**src/rtl/dma_pkg.sv**
```systemverilog
// Shared definitions for the DMA transfer controllers.
package dma_pkg;

  localparam int unsigned MEM_AW   = 6;
  localparam int unsigned SDRAM_AW = 8;
  localparam int unsigned MEM_DW   = 256;
  localparam int unsigned SDRAM_DW = 64;
  localparam int unsigned BEATS    = MEM_DW / SDRAM_DW;
  localparam int unsigned BEAT_CW  = $clog2(BEATS);
  localparam int unsigned ST_W     = 3;

  localparam logic [ST_W-1:0] ST_IDLE     = 3'd0;
  localparam logic [ST_W-1:0] ST_RD_MEM   = 3'd1;
  localparam logic [ST_W-1:0] ST_WAIT_MEM = 3'd2;
  localparam logic [ST_W-1:0] ST_SEND     = 3'd3;
  localparam logic [ST_W-1:0] ST_DONE     = 3'd4;

  // Select beat idx of a memory word; beat 0 is the least significant slice.
  function automatic logic [SDRAM_DW-1:0] beat_of(input logic [MEM_DW-1:0] w,
                                                  input logic [BEAT_CW-1:0] idx);
    return w[SDRAM_DW*idx +: SDRAM_DW];
  endfunction

endpackage

```
**src/rtl/dma_mem2sdram_ctrl_if.sv**
```systemverilog
// Control, memory-read and SDRAM-write signals of the write-back controller.
interface dma_mem2sdram_ctrl_if;
  import dma_pkg::*;

  logic                dma_enbale;
  logic                rw;
  logic                mem_sel;
  logic [MEM_AW-1:0]   latch_mem_src;
  logic [SDRAM_AW-1:0] latch_sdram_beg;
  logic [SDRAM_AW-1:0] latch_sdram_dst;
  logic                mem1_read;
  logic                mem2_read;
  logic [MEM_AW-1:0]   mem_addr;
  logic [MEM_DW-1:0]   mem_rdata;
  logic                sdram_write;
  logic                sdram_ready;
  logic [SDRAM_AW-1:0] sdram_addr;
  logic [SDRAM_DW-1:0] sdram_wdata;
  logic                busy;
  logic                finish;

  modport master (
    input  dma_enbale, rw, mem_sel, latch_mem_src, latch_sdram_beg, latch_sdram_dst,
    input  mem_rdata, sdram_ready,
    output mem1_read, mem2_read, mem_addr, sdram_write, sdram_addr, sdram_wdata,
    output busy, finish
  );

  modport slave (
    output dma_enbale, rw, mem_sel, latch_mem_src, latch_sdram_beg, latch_sdram_dst,
    output mem_rdata, sdram_ready,
    input  mem1_read, mem2_read, mem_addr, sdram_write, sdram_addr, sdram_wdata,
    input  busy, finish
  );

endinterface

```
**src/rtl/dma_beat_serializer.sv**
```systemverilog
// Holds one memory word and presents it as a sequence of registered SDRAM beats.
module dma_beat_serializer
  import dma_pkg::*;
(
  input  logic                clk_h,
  input  logic                rst_n,
  input  logic                load_c,
  input  logic                adv_c,
  input  logic [MEM_DW-1:0]   word_in,
  output logic [SDRAM_DW-1:0] beat_q,
  output logic                last_beat_c
);

  logic [MEM_DW-1:0]   word_q, word_d;
  logic [BEAT_CW-1:0]  cnt_q, cnt_d;
  logic [SDRAM_DW-1:0] beat_d;

  assign last_beat_c = (cnt_q == BEAT_CW'(BEATS - 1));

  // Load a fresh word at beat 0, or step to the next beat of the held word.
  always_comb begin
    word_d = word_q;
    cnt_d  = cnt_q;
    beat_d = beat_q;
    if (load_c) begin
      word_d = word_in;
      cnt_d  = '0;
      beat_d = beat_of(word_in, '0);
    end else if (adv_c) begin
      cnt_d  = cnt_q + BEAT_CW'(1);
      beat_d = beat_of(word_q, cnt_q + BEAT_CW'(1));
    end
  end

  // Word, beat index and beat output registers.
  always_ff @(posedge clk_h or negedge rst_n) begin
    if (!rst_n) begin
      word_q <= '0;
      cnt_q  <= '0;
      beat_q <= '0;
    end else begin
      word_q <= word_d;
      cnt_q  <= cnt_d;
      beat_q <= beat_d;
    end
  end

endmodule

```
**src/rtl/dma_mem2sdram_ctrl.sv**
```systemverilog
// Write-back DMA: reads 256-bit memory words and writes them to SDRAM as 64-bit beats.
module dma_mem2sdram_ctrl
  import dma_pkg::*;
(
  input  logic                 clk_h,
  input  logic                 rst_n,
  dma_mem2sdram_ctrl_if.master bus
);

  logic [ST_W-1:0]     state_q, state_d;
  logic                mem_sel_q, mem_sel_d;
  logic [MEM_AW-1:0]   mem_addr_q, mem_addr_d;
  logic [SDRAM_AW-1:0] sdram_addr_q, sdram_addr_d;
  logic [SDRAM_AW-1:0] dst_q, dst_d;
  logic                mem1_read_q, mem1_read_d;
  logic                mem2_read_q, mem2_read_d;
  logic                sdram_write_q, sdram_write_d;
  logic                busy_q, busy_d;
  logic                finish_q, finish_d;

  logic                ser_load_c;
  logic                ser_adv_c;
  logic                last_beat_c;
  logic                accept_c;
  logic [SDRAM_DW-1:0] beat_q;

  assign accept_c = sdram_write_q && bus.sdram_ready;

  dma_beat_serializer u_ser (
    .clk_h       (clk_h),
    .rst_n       (rst_n),
    .load_c      (ser_load_c),
    .adv_c       (ser_adv_c),
    .word_in     (bus.mem_rdata),
    .beat_q      (beat_q),
    .last_beat_c (last_beat_c)
  );

  // Next-state and next-output logic; strobes are set one state early so they are registered.
  always_comb begin
    state_d       = state_q;
    mem_sel_d     = mem_sel_q;
    mem_addr_d    = mem_addr_q;
    sdram_addr_d  = sdram_addr_q;
    dst_d         = dst_q;
    mem1_read_d   = 1'b0;
    mem2_read_d   = 1'b0;
    sdram_write_d = sdram_write_q;
    busy_d        = busy_q;
    finish_d      = 1'b0;
    ser_load_c    = 1'b0;
    ser_adv_c     = 1'b0;

    case (state_q)
      ST_IDLE: begin
        busy_d        = 1'b0;
        sdram_write_d = 1'b0;
        if (bus.dma_enbale && bus.rw) begin
          mem_sel_d    = bus.mem_sel;
          mem_addr_d   = bus.latch_mem_src;
          sdram_addr_d = bus.latch_sdram_beg;
          dst_d        = bus.latch_sdram_dst;
          busy_d       = 1'b1;
          mem1_read_d  = !bus.mem_sel;
          mem2_read_d  = bus.mem_sel;
          state_d      = ST_RD_MEM;
        end
      end
      ST_RD_MEM: begin
        state_d = ST_WAIT_MEM;
      end
      ST_WAIT_MEM: begin
        ser_load_c    = 1'b1;
        sdram_write_d = 1'b1;
        state_d       = ST_SEND;
      end
      ST_SEND: begin
        if (accept_c) begin
          if (sdram_addr_q == dst_q) begin
            sdram_write_d = 1'b0;
            finish_d      = 1'b1;
            state_d       = ST_DONE;
          end else begin
            sdram_addr_d = sdram_addr_q + SDRAM_AW'(1);
            if (last_beat_c) begin
              mem_addr_d    = mem_addr_q + MEM_AW'(1);
              sdram_write_d = 1'b0;
              mem1_read_d   = !mem_sel_q;
              mem2_read_d   = mem_sel_q;
              state_d       = ST_RD_MEM;
            end else begin
              ser_adv_c = 1'b1;
            end
          end
        end
      end
      ST_DONE: begin
        busy_d  = 1'b0;
        state_d = ST_IDLE;
      end
      default: begin
        busy_d        = 1'b0;
        sdram_write_d = 1'b0;
        state_d       = ST_IDLE;
      end
    endcase
  end

  // State and output registers.
  always_ff @(posedge clk_h or negedge rst_n) begin
    if (!rst_n) begin
      state_q       <= ST_IDLE;
      mem_sel_q     <= 1'b0;
      mem_addr_q    <= '0;
      sdram_addr_q  <= '0;
      dst_q         <= '0;
      mem1_read_q   <= 1'b0;
      mem2_read_q   <= 1'b0;
      sdram_write_q <= 1'b0;
      busy_q        <= 1'b0;
      finish_q      <= 1'b0;
    end else begin
      state_q       <= state_d;
      mem_sel_q     <= mem_sel_d;
      mem_addr_q    <= mem_addr_d;
      sdram_addr_q  <= sdram_addr_d;
      dst_q         <= dst_d;
      mem1_read_q   <= mem1_read_d;
      mem2_read_q   <= mem2_read_d;
      sdram_write_q <= sdram_write_d;
      busy_q        <= busy_d;
      finish_q      <= finish_d;
    end
  end

  assign bus.mem1_read   = mem1_read_q;
  assign bus.mem2_read   = mem2_read_q;
  assign bus.mem_addr    = mem_addr_q;
  assign bus.sdram_write = sdram_write_q;
  assign bus.sdram_addr  = sdram_addr_q;
  assign bus.sdram_wdata = beat_q;
  assign bus.busy        = busy_q;
  assign bus.finish      = finish_q;

endmodule

```
**src/flat_wrapper.sv**
```systemverilog
// flat-port wrapper written by rule: the top's interface ports become plain ports
module dma_mem2sdram_ctrl_flat import dma_pkg::*;
  (clk_h, rst_n, bus_dma_enbale, bus_rw, bus_mem_sel, bus_latch_mem_src, bus_latch_sdram_beg, bus_latch_sdram_dst, bus_mem_rdata, bus_sdram_ready, bus_mem1_read, bus_mem2_read, bus_mem_addr, bus_sdram_write, bus_sdram_addr, bus_sdram_wdata, bus_busy, bus_finish);
  dma_mem2sdram_ctrl_if bus_i ();
  input  logic clk_h;
  input  logic rst_n;
  input wire logic [$bits(bus_i.dma_enbale)-1:0] bus_dma_enbale;
  input wire logic [$bits(bus_i.rw)-1:0] bus_rw;
  input wire logic [$bits(bus_i.mem_sel)-1:0] bus_mem_sel;
  input wire logic [$bits(bus_i.latch_mem_src)-1:0] bus_latch_mem_src;
  input wire logic [$bits(bus_i.latch_sdram_beg)-1:0] bus_latch_sdram_beg;
  input wire logic [$bits(bus_i.latch_sdram_dst)-1:0] bus_latch_sdram_dst;
  input wire logic [$bits(bus_i.mem_rdata)-1:0] bus_mem_rdata;
  input wire logic [$bits(bus_i.sdram_ready)-1:0] bus_sdram_ready;
  output wire logic [$bits(bus_i.mem1_read)-1:0] bus_mem1_read;
  output wire logic [$bits(bus_i.mem2_read)-1:0] bus_mem2_read;
  output wire logic [$bits(bus_i.mem_addr)-1:0] bus_mem_addr;
  output wire logic [$bits(bus_i.sdram_write)-1:0] bus_sdram_write;
  output wire logic [$bits(bus_i.sdram_addr)-1:0] bus_sdram_addr;
  output wire logic [$bits(bus_i.sdram_wdata)-1:0] bus_sdram_wdata;
  output wire logic [$bits(bus_i.busy)-1:0] bus_busy;
  output wire logic [$bits(bus_i.finish)-1:0] bus_finish;
  assign bus_i.dma_enbale = bus_dma_enbale;
  assign bus_i.rw = bus_rw;
  assign bus_i.mem_sel = bus_mem_sel;
  assign bus_i.latch_mem_src = bus_latch_mem_src;
  assign bus_i.latch_sdram_beg = bus_latch_sdram_beg;
  assign bus_i.latch_sdram_dst = bus_latch_sdram_dst;
  assign bus_i.mem_rdata = bus_mem_rdata;
  assign bus_i.sdram_ready = bus_sdram_ready;
  assign bus_mem1_read = bus_i.mem1_read;
  assign bus_mem2_read = bus_i.mem2_read;
  assign bus_mem_addr = bus_i.mem_addr;
  assign bus_sdram_write = bus_i.sdram_write;
  assign bus_sdram_addr = bus_i.sdram_addr;
  assign bus_sdram_wdata = bus_i.sdram_wdata;
  assign bus_busy = bus_i.busy;
  assign bus_finish = bus_i.finish;
  dma_mem2sdram_ctrl u_core (.clk_h(clk_h), .rst_n(rst_n), .bus(bus_i));
endmodule
```
**config.mk**
```make
export PLATFORM = sky130hd
export DESIGN_NAME = dma_mem2sdram_ctrl_flat
export DESIGN_NICKNAME = d
export VERILOG_FILES = /design/src/rtl/dma_pkg.sv /design/src/rtl/dma_mem2sdram_ctrl_if.sv /design/src/rtl/dma_beat_serializer.sv /design/src/rtl/dma_mem2sdram_ctrl.sv /design/src/flat_wrapper.sv
export SDC_FILE = /design/constraint.sdc
export NUM_CORES = 1
export LEC_CHECK = 0
export ABC_AREA = 1
export CAP_MARGIN = 40
export CORE_AREA = 3 3 252 155
export CTS_CLUSTER_DIAMETER = 60
export DETAILED_ROUTE_END_ITERATION = 7
export DIE_AREA = 0 0 255 158
export PLACE_DENSITY = 0.72
export RECOVER_POWER = 25
export SKIP_CTS_REPAIR_TIMING = 1
export SLEW_MARGIN = 30
export SYNTH_ARGS = -nofsm -noshare
export SYNTH_HDL_FRONTEND = slang
export SYNTH_SLANG_ARGS = --single-unit
```
**constraint.sdc**
```tcl
create_clock -name clk_h -period 1.84 [get_ports clk_h]
set_input_delay 0.184 -clock clk_h [delete_from_list [all_inputs] [get_ports clk_h]]
set_output_delay 0.184 -clock clk_h [all_outputs]
set_load 0.01 [all_outputs]
```
==> impl_metrics.yaml, run 1 <==
outcome:
  status: "finished, final reports clean"
worst_setup_path:
  slowest_stage: "clkdlybuf4s50_1"
  criticalPathCategory: "reg2out"
  worst_path_largest_cell_delay_ns: 0.54
  crit_path_end_kind: "output pin"
  cp.required_ns: 1.66
  path_cells: "buf_4, clkdlybuf4s50_1"
  arrival_ns: 1.59
  crit_fanout: 5
  startpoint_type: "flop"
yosys:
  netlist_area_um2: 16500
  yosys_warnings: 0
  syn_nets: 2472
  ys_types: 31
  ys_seq_elements: 353
  synthCells: 2185
  avgSynthCellArea_um2: 7.56
  synth_seq_area_share: 0.535
sta:
  fin_crit_sh: 0.966
  slew_headroom: 0.237
  fmax_mhz: 563
  rsz0062_at_grt: "no"
  fin_setup_tns_ns: 0
  finalSetupViolCount: 0
  hold_viol: 0
  drv_slew: 0
  fin_skew_ns: 0.0200
  worst_pin_slew_ns: 1.14
  fin_crit_ns: 1.78
floorplanning:
  dieArea_um2: 40300
  initial_core_util: 0.453
  die_h_um: 158
  core_um2: 36500
  die_w_um: 255
  fp-row-count: 54
  boundaryPins: 367
route:
  drtPass1Iterations: 8
  drc: 0
  vias: 15700
  ant_nets: 0
  post_drt_wl_per_cell_um: 17.3
  route.detailed.vias_per_inst: 5.18
  drtIter0Drc: 1521
  wl_um: 52400
pwr:
  p_total_mw: 40.6
  peakVddDrop_mv: 0.948
  power_density_nw_per_um2: 1820
  leakage_nw: 11.2
grt:
  grt_pass1_wl_um: 81600
  grt_overflow_total: 0
  antenna_found_initial: 7
  grt_max_degree: 86
  grt_usage: 0.256
  grt_pass1_vias: 15300
final_layout:
  area_delta_synth_final_pct: 35.2
  layout_common_cells: "1127 x nand2_1, 365 x clkdlybuf4s50_1, 352 x dfrtp_1, 286 x nand3_1, 122 x o21ai_0"
  nets: 2812
  final_common_cell: "nand2_1"
  drive_above_1_share: 0.0596
flow_run:
  maxCapViolCount: 0
place:
  io_buffers: 366
  place_hpwl_um: 36300
  gp_congestion: 0.909
clocking:
  cts_max_level: 2
  clockRootBuffer: "clkbuf_16"
  clockBufferDepth: 3
  clkTransAtPathRegs_ns: 0.06
  cts_tree: "yes"
  clk_latency_ns: 0.53
  cts_made_buffers: 37
  clkSinkCount: 353
hold_path:
  hp-class: "in2reg"
cell usage after synthesis:
cell,instances,area [µm²]
nor3_2,1,10.0
o21ai_0,122,611
dfrtp_1,353,8830
nor2_4,1,11.3
o21ai_1,24,120
nand4_1,3,18.8
inv_1,86,323
xnor2_1,4,35.0
o21bai_1,1,7.51
o21a_1,2,15.0
clkinv_1,1,3.75
mux2i_1,1,10.0
inv_2,5,18.8
xor2_1,1,8.76
nand2_1,1128,4230
nor2_2,2,12.5
nand2_2,3,18.8
ha_1,3,37.5
o22ai_1,1,6.26
nand3_1,286,1430
nor2_1,9,33.8
nor3_4,1,16.3
clkbuf_1,74,278
o21ai_2,1,8.76
buf_4,4,30.0
nor3_1,1,5.00
buf_6,7,78.8
buf_2,39,195
a21oi_1,5,25.0
buf_1,13,48.8
nand3_2,3,30.0
per-layer routing:
layer | vias up | part of all wire | global-route usage | wire (µm)
li1 | 7576 | - | - | -
met1 | 7429 | 0.45 | 0.362 | 23500
met2 | 606 | 0.45 | 0.396 | 23800
met3 | 92 | 0.068 | 0.0458 | 3560
met4 | 2 | 0.029 | 0.0943 | 1540
met5 | - | 0.00025 | 0 | 13
stage by stage:
stage / utilization / cell area [µm²] / hold WS [ns] / worst slack, ns / cells
4_1_cts: 0.610 / 22300 / -0.465 / 0.0136 / 3023
6_report: 0.612 / 22300 / 0.190 / 0.0628 / 3033
2_1_floorplan: - / 16500 / -0.112 / 0.201 / 2185
5_1_grt: 0.612 / 22300 / 0.195 / 0.00602 / 3033
3_5_place_dp: 0.575 / 21000 / 0.0934 / 0.0680 / 2958
3_3_place_gp: 0.575 / 21000 / 0.0888 / 0.120 / 2958
final timing paths:
path | slack [ns] | cells past startpoint | end | start
setup / recovery | 0.06 | 2 | bus_sdram_addr[5] | u_core.bus.sdram_addr[5]$_DFFE_PN0P_
hold / removal | 0.19 | 3 | u_core.u_ser.word_q[186]$_DFFE_PN0P_ | bus_mem_rdata[186]
setup reg to reg | 0.11 | 11 | u_core.u_ser.beat_q[42]$_DFFE_PN0P_ | u_core.bus.sdram_addr[4]$_DFFE_PN0P_
hold reg to reg | 0.47 | 2 | u_core.u_ser.word_q[224]$_DFFE_PN0P_ | u_core.u_ser.word_q[224]$_DFFE_PN0P_
max in group asynchronous | 0.31 | 3 | u_core.u_ser.word_q[58]$_DFFE_PN0P_ | rst_n
min in group asynchronous | 0.42 | 2 | u_core.dst_q[0]$_DFFE_PN0P_ | rst_n
critical path, delay by kind of cell (launching register included):
family   cells  cell delay, ns
buf+inv      2            0.69
flops        1            0.38
cell families (layout without fill, tap and decap cells):
logic type,count (synthesis),count (layout),synth area share
and+or+nand+nor,1438,1438,0.352
buffers and inverters,229,595,0.0591
muxes,1,1,0.000606
xor gates and xnor gates,5,5,0.00265
DFF,353,353,0.535
AOI/OAI and AO/OA,156,156,0.0480
other,0,6,0
adders and majority gates,3,3,0.00227
final cells by class:
class / count / area [µm²]
inverter: 92 / 358
clock buffer: 51 / 1080
timing repair buffer: 438 / 4490
sequential: 353 / 8840
clock inverter: 14 / 208
antenna: 6 / 15.0
multi-input combinational: 1603 / 6740
tap: 476 / 596
fill: 3195 / 14200
report_power, final:
group	internal, mW	switching [mW]
clock	4.82	3.17
combinational	7.85	10.9
sequential	11.6	2.26
total	24.3	16.4
flip-flops by register name (all words and copies together), names as in the netlist:
signal                  cells
u_core.bus.busy             1
u_core.bus.finish           1
u_core.bus.mem1_read        1
u_core.bus.mem2_read        1
u_core.bus.mem_addr         6
u_core.bus.sdram_addr       8
u_core.bus.sdram_write      1
u_core.dst_q                8
u_core.mem_sel_q            1
u_core.state_q              3
u_core.u_ser.beat_q        64
u_core.u_ser.cnt_q          2
u_core.u_ser.word_q       256
No activity file was read; power rests on OpenSTA's default activity.
==> inputs of run 2 (changes only) <==
Settings changed: PLACE_DENSITY 0.72 to 0.71.
==> impl_metrics.yaml, run 2 (synthesized netlist as in run 1, its figures left out) <==
sta:
  hold_viol: 0
  worst_slack_ns: 0.0751
  finalSetupViolCount: 0
  drv_slew: 0
  worst_pin_slew_ns: 1.01
  fmax_mhz: 567
  fin_crit_ns: 1.76
  fin_setup_tns_ns: 0
  fin_crit_sh: 0.959
  slew_headroom: 0.330
  fin_skew_ns: 0.0197
  rsz0062_at_grt: "yes"
flow_run:
  maxCapViolCount: 0
place:
  gp_congestion: 0.930
  pre_cts_ws_ns: 0.0119
  place_inst: 2943
  io_buffers: 366
  place_hpwl_um: 34800
route:
  vias: 15500
  drtIter0Drc: 1318
  route.detailed.vias_per_inst: 5.16
  drc: 0
  wl_um: 52000
  drtPass1Iterations: 7
  ant_nets: 0
  post_drt_wl_per_cell_um: 17.3
worst_setup_path:
  cp.required_ns: 1.66
  crit_path_end_kind: "output pin"
  path_cells: "buf_4, clkdlybuf4s50_1"
  slowest_stage: "clkdlybuf4s50_1"
  worst_path_largest_cell_delay_ns: 0.54
  crit_fanout: 6
  path_delay_family: "buffers and inverters"
  criticalPathCategory: "reg2out"
  arrival_ns: 1.58
  path_buf_inv: 2
  startpoint_type: "flop"
grt:
  grt_usage: 0.250
  antenna_found_initial: 1
  grt_max_degree: 150
  grt_overflow_total: 0
  grt_pass1_vias: 15000
  grt_pass1_wl_um: 80100
final_layout:
  area_delta_synth_final_pct: 33.9
  layout_common_cells: "1127 x nand2_1, 365 x clkdlybuf4s50_1, 350 x dfrtp_1, 283 x nand3_1, 120 x o21ai_0"
  final_core_util: 0.606
  finalNonFillerCells: 3007
  regMostFlops: "u_core.u_ser.word_q"
  largest_reg_flops: 256
  drive_above_1_share: 0.0510
  nets: 2799
  final_common_cell: "nand2_1"
  top_regs: "u_core.u_ser.word_q (256), u_core.u_ser.beat_q (64)"
floorplanning:
  dieArea_um2: 40300
  die_w_um: 255
  die_h_um: 158
  fp-row-count: 54
  initial_core_util: 0.453
  core_um2: 36500
  boundaryPins: 367
pwr:
  p_int_mw: 23.4
  switching_share: 0.408
  leakage_nw: 11.1
  peakVddDrop_mv: 1.10
  clockPowerShare: 0.171
  power_density_nw_per_um2: 1790
  comb_power_share: 0.479
  p_switching_mw: 16.2
  p_seq_frac: 0.350
  p_total_mw: 39.5
clocking:
  cts_max_level: 2
  clkTransAtPathRegs_ns: 0.06
  clockRootBuffer: "clkbuf_16"
  clockBufferDepth: 3
  cts_made_buffers: 36
  clkSinkCount: 353
  clk_latency_ns: 0.52
  cts_tree: "yes"
outcome:
  status: "finished, final reports clean"
hold_path:
  hp-class: "in2async"
run 2: power by group through the flow:
stage / registers, mW / logic [mW] / clock network (mW)
2_1_floorplan: 13.7 / 11.2 / 0
3_3_place_gp: 13.8 / 17.6 / 0
3_5_place_dp: 13.9 / 18.1 / 0
4_1_cts: 13.8 / 18.3 / 6.94
5_1_grt: 14.3 / 21.3 / 7.27
6_report: 13.8 / 18.9 / 6.77
run 2: worst register-to-register path, stage by stage (launching register included):
cell and delay (ns):
dfrtp_1 0.41, inv_2 0.10, nor3_4 0.05, buf_12 0.13, inv_8 0.11, buf_16 0.38, nand3_1 0.27, o21ai_0 0.11
nand2_1 0.08, nand2_1 0.07
run 2: layout make-up:
cell class	instances	area, µm²
inverters	92	363
clock buffers	51	1020
multi-input cells	1603	6770
flip-flops and latches	353	8840
well taps	476	596
repair buffers	426	4500
diodes	1	2.50
clock inverters	5	27.5
fillers	3234	14400
run 2: final timing paths:
check                                                     start                                    to  slack (ns)  depth (start not counted)
max                        u_core.bus.sdram_addr[3]$_DFFE_PN0P_                     bus_sdram_addr[3]        0.08                          2
min                                                       rst_n           u_core.dst_q[3]$_DFFE_PN0P_        0.18                          2
max reg2reg                       u_core.state_q[1]$_DFFE_PN0P_   u_core.u_ser.beat_q[19]$_DFFE_PN0P_        0.10                          9
min reg2reg                u_core.u_ser.word_q[214]$_DFFE_PN0P_  u_core.u_ser.word_q[214]$_DFFE_PN0P_        0.47                          2
max in group asynchronous                                 rst_n  u_core.bus.sdram_addr[4]$_DFFE_PN0P_        0.32                          3
min in group clk_h                           bus_mem_rdata[248]  u_core.u_ser.word_q[248]$_DFFE_PN0P_        0.20                          3
run 2: through the flow:
stage	instance area (µm²)	hold slack, ns
2_1_floorplan	16500	-0.112
4_1_cts	21900	-0.409
5_1_grt	22100	0.189
3_5_place_dp	20900	0.133
6_report	22100	0.180
3_3_place_gp	20900	0.128
run 2: metal layers:
| layer | share of wire | GRT usage | up-vias |
|---|---|---|---|
| li1 | - | - | 7516 |
| met1 | 0.45 | 0.357 | 7356 |
| met2 | 0.46 | 0.397 | 543 |
| met3 | 0.066 | 0.0401 | 90 |
| met4 | 0.025 | 0.0713 | 0 |
| met5 | 0 | 0 | - |
